## src/rtl/pipe_pulse_chain.sv

```systemverilog
`default_nettype none
// ============================================================================
// Module : pipe_pulse_chain
// Multi-channel edge-triggered pulse stretcher with a per-channel delay line.
// Rev    : 1.0
// ============================================================================
module pipe_pulse_chain #(
  parameter int CH        = 4,
  parameter int DEPTH     = 2,
  parameter int PULSE_LEN = 1,
  parameter int EDGE      = 0,
  parameter int CASCADE   = 0
) (
  input  logic          clk,
  input  logic          reset,
  input  logic [CH-1:0] s,
  input  logic [CH-1:0] pipe_in,
  input  logic [CH-1:0] en,
  input  logic          clear,
  output logic [CH-1:0] pipe_out,
  output logic [CH-1:0] busy,
  output logic [CH-1:0] retrig
);

  localparam logic [7:0] C_PULSE_LEN = 8'(PULSE_LEN);

  logic [CH-1:0] casc;

  for (genvar i = 0; i < CH; i++) begin : g_ch
    logic             s_prev_q, s_prev_d;
    logic [7:0]       cnt_q, cnt_d;
    logic [DEPTH-1:0] dl_q, dl_d;
    logic             retrig_q, retrig_d;
    logic             edge_det;
    logic             trig;

    if (CASCADE != 0 && i > 0) begin : g_casc
      assign casc[i] = pipe_out[i-1];
    end else begin : g_no_casc
      assign casc[i] = 1'b0;
    end

    always_comb begin
      s_prev_d = s[i];
      case (EDGE)
        0:       edge_det = s[i] & ~s_prev_q;
        1:       edge_det = ~s[i] & s_prev_q;
        default: edge_det = s[i] ^ s_prev_q;
      endcase
      trig = en[i] & (edge_det | pipe_in[i] | casc[i]);

      // A retrigger reloads the counter, so overlapping pulses merge.
      if (trig) begin
        cnt_d = C_PULSE_LEN;
      end else if (cnt_q != 8'd0) begin
        cnt_d = cnt_q - 8'd1;
      end else begin
        cnt_d = cnt_q;
      end

      dl_d    = '0;
      dl_d[0] = trig | (cnt_q > 8'd1);
      for (int k = 1; k < DEPTH; k++) begin
        dl_d[k] = dl_q[k-1];
      end

      // Setting takes priority over a coincident clear.
      retrig_d = (trig & (cnt_q != 8'd0)) | (retrig_q & ~clear);
    end

    always_ff @(posedge clk) begin
      if (reset) begin
        s_prev_q <= 1'b0;
        cnt_q    <= 8'd0;
        dl_q     <= '0;
        retrig_q <= 1'b0;
      end else begin
        s_prev_q <= s_prev_d;
        cnt_q    <= cnt_d;
        dl_q     <= dl_d;
        retrig_q <= retrig_d;
      end
    end

    assign pipe_out[i] = dl_q[DEPTH-1];
    assign busy[i]     = (cnt_q != 8'd0);
    assign retrig[i]   = retrig_q;
  end

endmodule
`default_nettype wire
```

## config.mk

```make
export PLATFORM = sky130hd
export DESIGN_NAME = pipe_pulse_chain
export DESIGN_NICKNAME = d
export VERILOG_FILES = /design/src/rtl/pipe_pulse_chain.sv
export SDC_FILE = /design/constraint.sdc
export NUM_CORES = 1
export LEC_CHECK = 0
export BUFFER_PORTS_ARGS = -buffer_cell sky130_fd_sc_hd__clkbuf_2
export CAP_MARGIN = 20
export CORE_ASPECT_RATIO = 0.5
export CORE_MARGIN = 1
export CORE_UTILIZATION = 39
export DETAILED_ROUTE_END_ITERATION = 12
export GPL_TIMING_DRIVEN = 0
export PLACE_DENSITY = 0.55
export SLEW_MARGIN = 0
export SYNTH_ARGS = -nofsm -noshare
export SYNTH_HDL_FRONTEND = slang
export SYNTH_SLANG_ARGS = --single-unit
export TNS_END_PERCENT = 20
```

## constraint.sdc

```tcl
create_clock -name clk -period 2.91 [get_ports clk]
set_clock_uncertainty 0.15 [all_clocks]
set_input_delay 0.1455 -clock clk [delete_from_list [all_inputs] [get_ports clk]]
set_output_delay 0.1455 -clock clk [all_outputs]
set_load 0.01 [all_outputs]
```

* Word-level counts from Yosys, hierarchy flattened
Index checks and enable logic that the tools add are counted.
Storage, ports and cells: register bits after elaboration 48, logic and storage cells 81
Operators by class: add/subtract/negate cells 4, magnitude comparators 4, muxes and demuxes 8, bitwise operators 33, reductions and logical operators 12
Operator list (count):
- 8-bit by 1-bit greater-than comparator with 1-bit output (second input constant) | 4
- 8-bit nonzero test | 4
- 8-bit by 1-bit subtractor with 8-bit output (second input constant) | 4
- 1-bit bitwise AND | 16
- 1-bit bitwise OR | 12
- 1-bit two-way mux | 8
- 2-bit nonzero test | 4
- 2-bit OR reduction | 4
- 1-bit NOT | 5

* Longest topological paths before layout
Gate-level depths: netlist (run 1).
depth after elaboration 6, gate-level depth with buffers 7, gate-level depth less buffers 6

* Worst setup path before layout (run 1)
OpenSTA, ideal clock, no wires.
kind flip-flop to flip-flop, start point register g_ch[1].cnt_q[2], end point register g_ch[1].cnt_q[0], library setup time 0.132 ns, arrival time 1.355 ns, path slack 1.273 ns, stages on the path, launching flop included 6, path buffers 1, period minus slack after synthesis 1.637 ns, path through dfxtp_1 > nor4_4 > or3b_1 > buf_6 > xnor2_1 > a21oi_1
On the way: word-level cells in the longest chain between the ends 2
Ends and longest elaborated chain:
- start, declared | line 31 | logic [7:0] cnt_q, cnt_d;
- start signal, assigned | line 79 | cnt_q <= cnt_d;
- 8-bit nonzero test
- net busy[1] | line 21 | output logic [CH-1:0] busy,
- 2-bit nonzero test (no source line)
The timed path passes the listed nets, and every way through them passes these cells. A chain may end at the register's enable or synchronous reset.

* Final worst setup path (run 1)
start point register g_ch[3].cnt_q[0], end point output port busy[3]
On the way: word-level cells in the longest chain between the ends 1
Ends and longest elaborated chain:
- start, declared | line 31
- start signal, assigned | line 79
- 8-bit nonzero test | line 86 | assign busy[i] = (cnt_q != 8'd0);
- end, declared | line 21
No other way between the ends.

==> key figures, run 1 <==
Pwr
  • LEAKAGE: 1.06 nW
  • Power per Cell Area: roughly 1300 mW/mm^2
  • Total power: between 3 and 4 mW
  • Peak supply drop: roughly 0.46 mV

Drt
  • Initial DRT Pass Iterations: 4
  • Total Wirelength: 3960 um
  • Routed Antenna Nets: 0
  • Vias per Instance: 4.82
  • Post-route DRC violation count: 0
  • DR vias: between 1,500 and 2,000
  • Iter 0 DRT Violations: 40
  • WL/cell: between 10 and 15 um

Floorplanning
  • I/O Pins: 27
  • Core area: approximately 0.0051 sq mm
  • DIE HEIGHT: between 50 and 60 um
  • Die width: approximately 110 um
  • Initial Util: 42.3%
  • Die area: slightly below 0.006 sq mm
  • # rows: 18

CTS
  • Clock slew at reported path FFs: around 80 ps
  • Clock buffer depth: 2
  • Number of post-CTS setup repair buffers: 0
  • CTS tree: built
  • Clk_lat worst skew: roughly 300 ps
  • CTS buffer count: 5
  • Number of H-tree levels: 2
  • Clk sinks: 48
  • Root Buffer: clkbuf_8

Timing
  • Final Hold Viols: 0
  • Slew Limit Headroom: between 60% and 70%
  • Minimum clock period: 2050 ps
  • Fmax: 0.489 GHz
  • RSZ-0062 raised after global routing: no
  • Max Slew Vio Count: 0
  • Final WS setup: 864 ps
  • Setup TNS: 0 ps
  • Worst slew pin tran: between 400 and 500 ps
  • Hold slack final: approximately 31 ps
  • Final period utilization: approximately 70%
  • Final setup vio count: 0

Logic synthesis
  • Ys flop type: dfxtp_1
  • Seq cells post-synth: 48
  • Post-synth design cell area: roughly 0.0022 sq mm
  • Number of flops mapped to enable cells by yosys: 0
  • Syn Nets: between 200 and 300
  • Unique masters post-synth: 39
  • Synth Area per Inst: 9.21 sq um
  • Async SR Flop Fraction: 0%
  • Syn. warnings: 0
  • Seq/Total Area, Yosys: between 40 and 50%
  • Post-Synthesis Cells: 236

Placed design
  • DP Wirelength: around 2800 um
  • Placed cells: ~330
  • Post-DP Area: 0.00239 sq mm
  • PortBufs: 26
  • Pre-CTS setup slack: between 1000 and 1500 ps
  • Gpl congestion: ~0.77

Global route
  • GRT met3 Usage: 4.40%
  • GRT Total Usage: approximately 15%
  • Busiest grt layer: met2
  • Largest net degree at the start of global routing: 14
  • Initial antenna violation count: 0
  • First-pass GRT wire length: roughly 6500 um
  • GRT overflow: 0
  • Vias in the first global route: 1,470
  • Global Route met1 Usage: ~19%
  • GRT met2 Usage: 23.6%

Cells and area
  • Layout cells sized above 1: around 17%
  • Area grow syn2layout: 15.9%
  • Layout Utilization: ~49%
  • Antenna diodes: 0
  • Design area: around 0.0025 sq mm
  • Post-Layout Cell Count: approximately 340
  • Layout Nets: 300

Critical path
  • Crit path kind: flip-flop to output pin
  • CP required: approximately 2600 ps
  • Worst EP arrival: 1750 ps
  • Startpoint type of the worst setup path: flip-flop
  • CP Max Fanout: 6
  • Crit path capture type: output pin

Flow run
  • MaxCap Viol Count: 0

Hold path
  • Worst hold-check path type: input port to flip-flop

Outcome
  • Outcome: complete, no violations
==> state kept, by name, indices dropped and copies added, names as in the netlist <==
register,cells
g_ch.s_prev_q,4
g_ch.dl_q,8
g_ch.cnt_q,32
g_ch.retrig_q,4
==> worst paths after layout <==
kind | start | to | slack, ps | cells after the start
worst min register to register | g_ch[1].dl_q[0]$_SDFF_PP0_ | g_ch[1].dl_q[1]$_SDFF_PP0_ | 300 | 1
worst min-delay path | en[0] | g_ch[0].cnt_q[0]$_SDFFE_PP0P_ | 30 | 3
worst max-delay path | g_ch[3].cnt_q[0]$_SDFFE_PP0P_ | busy[3] | 860 | 5
worst max register to register | g_ch[3].cnt_q[0]$_SDFFE_PP0P_ | g_ch[3].cnt_q[0]$_SDFFE_PP0P_ | 1090 | 6
==> synthesized netlist by cell type (3+ instances only) <==
library cell | number | area share (%)
nor3_1 | 5 | 1.2
buf_4 | 4 | 1.4
dfxtp_1 | 48 | 44
inv_1 | 11 | 1.9
nand2_1 | 14 | 2.4
xor2_1 | 5 | 2.0
nand3_1 | 3 | 0.69
nand2b_1 | 14 | 4.0
mux2i_1 | 4 | 1.8
a21oi_1 | 18 | 4.1
nor2b_1 | 15 | 4.3
ha_1 | 11 | 6.3
o21ai_1 | 4 | 0.92
nor2_1 | 33 | 5.7
xnor2_1 | 10 | 4.0
a211oi_1 | 3 | 1.0
a31oi_1 | 3 | 0.86
==> cells by family after synthesis <==
| family | count (synthesis) | share of synthesized area [%] |
|---|---|---|
| adder cells (fa/ha/maj) | 11 | 6.33 |
| AND/OR/NAND/NOR | 103 | 26.5 |
| multiplexers | 5 | 2.36 |
| buffers and inverters | 18 | 4.15 |
| AO/OA/AOI/OAI | 36 | 10.4 |
| XOR/XNOR | 15 | 6.04 |
| flip-flops | 48 | 44.2 |
==> area by class of cell <==
class	instances	area, sq um
Sequential cell	48	961
Timing Repair Buffer	31	180
Fill cell	515	2620
Clock buffer	6	72.6
Buffer	7	48.8
Tap cell	70	87.6
Clock inverter	1	5.00
Multi-Input combinational cell	170	1120
Inverter	11	41.3
==> critical path, stage by stage (launching register included) <==
cell and delay (ps):
dfxtp_1 370, inv_1 70, ha_1 200, nor3b_2 350, nand2_1 260, clkbuf_2 190
==> placed cells by master (no fill, tap or decap), types with 2 or more instances in the layout <==
cell,count
o2111ai_1,2
nor3b_1,2
a31oi_1,3
or3_1,2
clkbuf_2,26
dfxtp_1,48
a21oi_1,18
o31ai_1,2
mux2i_1,4
nand4b_1,2
nor4_2,2
a211oi_1,3
or3b_1,2
nor2_1,33
buf_4,4
nand3b_1,2
nor2b_1,15
o21ai_1,4
dlygate4sd3_1,5
ha_1,11
inv_1,11
nand2b_1,14
clkbuf_1,3
xnor2_1,10
nor3_1,5
nand3_1,3
nand2_1,14
clkbuf_8,5
xor2_1,5
==> routing by layer <==
layer	share of wire (%)	vias to the layer above
met4	1.9	0
met5	0	-
li1	-	872
met1	49	762
met2	46	15
met3	2.6	8
==> timing repair <==
action / 4_1_cts / 5_1_grt
endpoints found under the hold margin: 8 / 0
resized for setup: 0 / 0
hold buffers: 5 / 0
==> power by group <==
group / total, mW / internal [mW] / switching, mW
Sequential: 1.13 / 0.903 / 0.222
Clock: 0.381 / 0.164 / 0.217
Combinational: 1.66 / 0.786 / 0.871
Total: 3.16 / 1.85 / 1.31
Note: power is estimated with default switching activity, not from simulation.
==> run 2, diff against run 1 <==
clock period = 2.1 ns   (was 2.91 ns; I/O delays follow)
==> run 2 against run 1 <==
Compared with the run above: combinational power up 40%; utilization increased by 0.61 points; cell count is 0.58% higher; clock power rose by 38%; cell area up 1.2%; first-iteration DRC count rose by 13%; worst hold slack got worse by 30 ps; die area is the same; global-route usage grew 0.17 points; highest routed layer unchanged.
==> key figures, run 2 (synthesis results as in run 1) <==
Global route
  • GRT Total Usage: between 15 and 20%
  • GRT overflow: 0
  • First-pass GRT wire length: approximately 6600 um
  • Initial antenna violation count: 0
  • Largest net degree at the start of global routing: 14
  • Vias in the first global route: roughly 1,500

Drt
  • Vias per Instance: 4.82
  • Post-route DRC violation count: 0
  • Initial DRT Pass Iterations: 4
  • Iter 0 DRT Violations: 45
  • Total Wirelength: 3990 um
  • DR vias: roughly 1,700
  • WL/cell: between 10 and 15 um
  • Routed Antenna Nets: 0

CTS
  • Clk sinks: 48
  • Number of post-CTS setup repair buffers: 0
  • CTS tree: built
  • Root Buffer: clkbuf_8
  • Clock slew at reported path FFs: around 80 ps
  • Clock buffer depth: 2
  • CTS buffer count: 5
  • Number of H-tree levels: 2
  • Clk_lat worst skew: 300 ps

Timing
  • Fmax: between 0.5 and 0.6 GHz
  • Worst slew pin tran: just under 500 ps
  • Slew Limit Headroom: between 60% and 70%
  • Final Hold Viols: 0
  • Final period utilization: a little over nine tenths
  • Setup TNS: 0 ps
  • Max Slew Vio Count: 0
  • Minimum clock period: slightly below 2000 ps
  • RSZ-0062 raised after global routing: no
  • Final setup vio count: 0
  • Final WS setup: between 100 and 150 ps

Pwr
  • Clk pwr share: around an eighth
  • Peak supply drop: just under 0.7 mV
  • Flop pwr share: 35.4%
  • LEAKAGE: about 1.1 nW
  • Net Sw Frac: slightly above 40%
  • Total power: 4.42 mW
  • Internal power: 2.59 mW
  • Net Switching: 1.83 mW
  • Combinational share of power: around 53%
  • Power per Cell Area: about 1700 mW/mm^2

Cells and area
  • Commonest non-fill, non-tap cell in the layout: dfxtp_1
  • Area grow syn2layout: 17.3%
  • Layout Nets: between 300 and 400
  • Antenna diodes: 0
  • Design area: between 0.002 and 0.003 sq mm
  • Top reg by flops: g_ch.cnt_q
  • Largest registers: g_ch.cnt_q: 32 flops, g_ch.dl_q: 8 flops
  • Most frequent cells in the layout: dfxtp_1, nor2_1, clkbuf_2
  • Post-Layout Cell Count: between 300 and 400
  • Layout cells sized above 1: 17.0%
  • Max reg flops: 32

Floorplanning
  • Core area: between 0.005 and 0.006 sq mm
  • Initial Util: a little over two fifths
  • DIE HEIGHT: 54.8 um
  • # rows: 18
  • Die width: 108 um
  • Die area: approximately 0.006 sq mm
  • I/O Pins: 27

Critical path
  • Worst EP arrival: roughly 1700 ps
  • Reg2Reg Launch Point: g_ch[3].cnt_q[0]$_SDFFE_PP0P_
  • Crit path capture type: output pin
  • Reg-to-reg setup timing slack: between 300 and 400 ps
  • Critical Path Source: g_ch[3].cnt_q[0]$_SDFFE_PP0P_
  • CP Max Fanout: 6
  • Worst setup path end: busy[3]
  • Worst Reg-to-Reg Cells: 6
  • Crit path kind: flip-flop to output pin
  • Startpoint type of the worst setup path: flip-flop
  • CP required: 1850 ps
  • Critical R2R Capture: g_ch[3].cnt_q[0]$_SDFFE_PP0P_

Flow run
  • MaxCap Viol Count: 0

Placed design
  • Pre-CTS setup slack: 324 ps
  • PortBufs: 26
  • Placed cells: around 330
  • Gpl congestion: 0.767
  • DP Wirelength: ~2800 um
  • Post-DP Area: around 0.0024 sq mm

Hold path
  • Hold depth: 3
  • Worst hold-check path type: input port to flip-flop

Outcome
  • Outcome: complete, no violations
[run 2: layout make-up]
class | count | area, sq um
sequential | 48 | 961
clock inverter | 1 | 5.00
fill | 515 | 2580
buffer | 7 | 48.8
inverter | 11 | 41.3
multi-input combinational | 170 | 1130
timing repair buffer | 33 | 200
clock buffer | 6 | 72.6
tap | 70 | 87.6
[run 2: repair_timing]
action	in CTS	in global routing
endpoints found under the hold margin	10	0
setup endpoints to repair	0	2
hold buffers	7	0
resized for setup	0	2
[run 2: power groups by stage]
| stage | logic [mW] | registers, mW | clock network (mW) |
|---|---|---|---|
| floorplan | 1.84 | 1.53 | 0 |
| global placement | 2.24 | 1.57 | 0 |
| detailed placement | 2.28 | 1.58 | 0 |
| CTS | 2.32 | 1.56 | 0.562 |
| global route | 2.61 | 1.63 | 0.588 |
| finish | 2.33 | 1.56 | 0.527 |
[run 2: how the worst min path moves through the flow]
stage          startpoint                       endpoint  slack, ps
2_1_floorplan        s[0]    g_ch[0].s_prev_q$_SDFF_PP0_         80
3_3_place_gp         s[2]    g_ch[2].s_prev_q$_SDFF_PP0_        180
3_5_place_dp         s[2]    g_ch[2].s_prev_q$_SDFF_PP0_        180
4_1_cts        pipe_in[3]  g_ch[3].cnt_q[0]$_SDFFE_PP0P_          4
5_1_grt        pipe_in[3]  g_ch[3].cnt_q[0]$_SDFFE_PP0P_         30
6_report       pipe_in[0]  g_ch[0].cnt_q[0]$_SDFFE_PP0P_          1
[run 2: stage by stage]
step	util, %	hold slack [ps]
finish	49.7	1.29
floorplan	-	83.2
global route	49.7	29.8
global placement	46.6	179
detailed placement	46.6	184
CTS	49.4	4.37
[run 2: routing by layer]
metal	track usage (%)	routed length [um]	up-vias
met2	24.1	1840	14
met1	18.6	1980	773
met5	0	0	-
li1	-	-	872
met4	8.22	76	0
met3	4.40	95	8
[run 2: worst max-delay path, cell delays in order (launching register included)]
cell and delay (ps):
dfxtp_1 370, inv_1 70, ha_1 220, nor3b_4 310, nand2_1 240, clkbuf_2 200
==> run 3, diff against run 2 <==
CORE_ASPECT_RATIO = 1.75   (was 0.5)
==> run 3 against run 2 <==
Compared with the run above: first-iteration DRC count is 38% lower; fmax grew 1.1%; non-clock buffer count fell by 1.
==> key figures, run 3 (synthesis results as in run 1) <==
CTS
  • CTS buffer count: 5
  • Root Buffer: clkbuf_8
  • Clk_lat worst skew: roughly 300 ps
  • CTS tree: built
  • Clk sinks: 48
  • Clock buffer depth: 2
  • Number of H-tree levels: 2
  • Clock slew at reported path FFs: around 80 ps

Outcome
  • Outcome: complete, no violations

Drt
  • Initial DRT Pass Iterations: 4
  • DR vias: about 1,700
  • Vias per Instance: 4.77
  • Post-route DRC violation count: 0
  • WL/cell: ~11 um
  • Iter 0 DRT Violations: 28
  • Routed Antenna Nets: 0
  • Total Wirelength: 4010 um

Global route
  • Vias in the first global route: around 1,600
  • GRT overflow: 0
  • GRT Total Usage: 15.8%
  • First-pass GRT wire length: about 7100 um
  • Largest net degree at the start of global routing: 14
  • Initial antenna violation count: 0

Timing
  • Final Hold Viols: 0
  • Final WS setup: about 150 ps
  • Worst slew pin tran: approximately 490 ps
  • Slew Limit Headroom: 66.8%
  • Hold slack final: between 9 and 10 ps
  • RSZ-0062 raised after global routing: no
  • Final setup vio count: 0
  • Max Slew Vio Count: 0
  • Minimum clock period: around 2000 ps
  • Fmax: between 0.5 and 0.6 GHz
  • Final period utilization: 92.8%
  • Setup TNS: 0 ps

Floorplanning
  • Initial Util: 41.0%
  • # rows: 35
  • DIE HEIGHT: about 100 um
  • Core area: roughly 0.0053 sq mm
  • Die width: between 50 and 60 um
  • Die area: 0.00589 sq mm
  • I/O Pins: 27

Cells and area
  • Commonest non-fill, non-tap cell in the layout: dfxtp_1
  • Layout Nets: ~300
  • Largest registers: g_ch.cnt_q: 32 flops, g_ch.dl_q: 8 flops
  • Max reg flops: 32
  • Register area: 961 sq um
  • Layout Utilization: around half
  • Top reg by flops: g_ch.cnt_q
  • Post-Layout Cell Count: 350
  • Layout cells sized above 1: roughly 17%
  • Area grow syn2layout: 17.4%
  • FILL cells: approximately 530
  • Antenna diodes: 0
  • Area of the multi-input gates: 0.00113 sq mm
  • Most frequent cells in the layout: dfxtp_1, nor2_1, clkbuf_2
  • Design area: between 0.002 and 0.003 sq mm

Placed design
  • DP Wirelength: about 3000 um
  • Placed cells: approximately 340
  • PortBufs: 26
  • Gpl congestion: between 0.7 and 0.8
  • Pre-CTS setup slack: about 310 ps
  • Post-DP Area: about 0.0024 sq mm

Critical path
  • Worst EP arrival: 1690 ps
  • CP Max Fanout: 6
  • Slowest CP cell: dfxtp_1
  • Crit path capture type: output pin
  • Worst path bufs/invs: 2
  • Reg-to-reg setup timing slack: 350 ps
  • Slowest Stage Delay on Critical Path: 360 ps
  • Crit-path cells: inv_1, ha_1, nor3b_4, nand2_1, clkbuf_2
  • Crit path max-delay family: simple AND/OR/NAND/NOR gates
  • Crit path kind: flip-flop to output pin
  • CP required: between 1500 and 2000 ps
  • Startpoint type of the worst setup path: flip-flop

Pwr
  • Power per Cell Area: 1740 mW/mm^2
  • Net Sw Frac: a little over 40%
  • Total power: about 4.4 mW
  • Peak supply drop: 0.706 mV
  • Combinational share of power: a little over half
  • Internal power: about 2.6 mW
  • Flop pwr share: 35.3%
  • Clk pwr share: between 10 and 15%
  • Net Switching: about 1.8 mW
  • LEAKAGE: 1.07 nW

Hold path
  • Worst hold-check path type: input port to flip-flop

Flow run
  • MaxCap Viol Count: 0
run 3: cell types whose count changed in the layout (fill, tap and decap cells not counted), sizes merged:
cell         previous run  this run
dlygate4sd3             7         6
clkbuf                 34        36
clkinv                  1         0
run 3: worst paths after layout:
kind                                 startpoint                             to  depth (start not counted)
setup / recovery  g_ch[3].cnt_q[0]$_SDFFE_PP0P_                        busy[3]                          5
hold / removal                       pipe_in[3]  g_ch[3].cnt_q[0]$_SDFFE_PP0P_                          3
setup reg to reg  g_ch[3].cnt_q[0]$_SDFFE_PP0P_  g_ch[3].cnt_q[0]$_SDFFE_PP0P_                          6
hold reg to reg      g_ch[0].dl_q[0]$_SDFF_PP0_     g_ch[0].dl_q[1]$_SDFF_PP0_                          1
run 3: area by class of cell:
type	count	share of cell area, %
Clock buffer	8	3.53
Buffer	7	1.91
Multi-Input combinational cell	170	44.2
Inverter	11	1.62
Sequential cell	48	37.6
Timing Repair Buffer	32	7.45
Tap cell	74	3.63
run 3: worst min-delay path, cell delays in order:
cell      delay, ps
clkbuf_2         70
o21ai_1         110
a21oi_1         130
run 3: what timing repair did:
action | in CTS | in global routing
hold buffers | 6 | 0
setup endpoints to repair | 0 | 1
endpoints found under the hold margin | 9 | 0
resized for setup | 0 | 1
buffers inserted | 0 | 0
run 3: power by group through the flow:
stage	Sequential [mW]	Combinational, mW	Clock, mW
global placement	1.59	2.27	0
floorplan	1.53	1.84	0
global route	1.62	2.66	0.617
finish	1.57	2.31	0.563
detailed placement	1.58	2.29	0
CTS	1.57	2.32	0.586
run 3: layer usage:
metal | GRT usage (%) | up-vias | wire (um)
met5 | 0 | - | 0
met4 | 7.51 | 0 | 68
met3 | 3.21 | 6 | 106
met2 | 28.7 | 20 | 2140
met1 | 16.9 | 774 | 1700
li1 | - | 870 | -
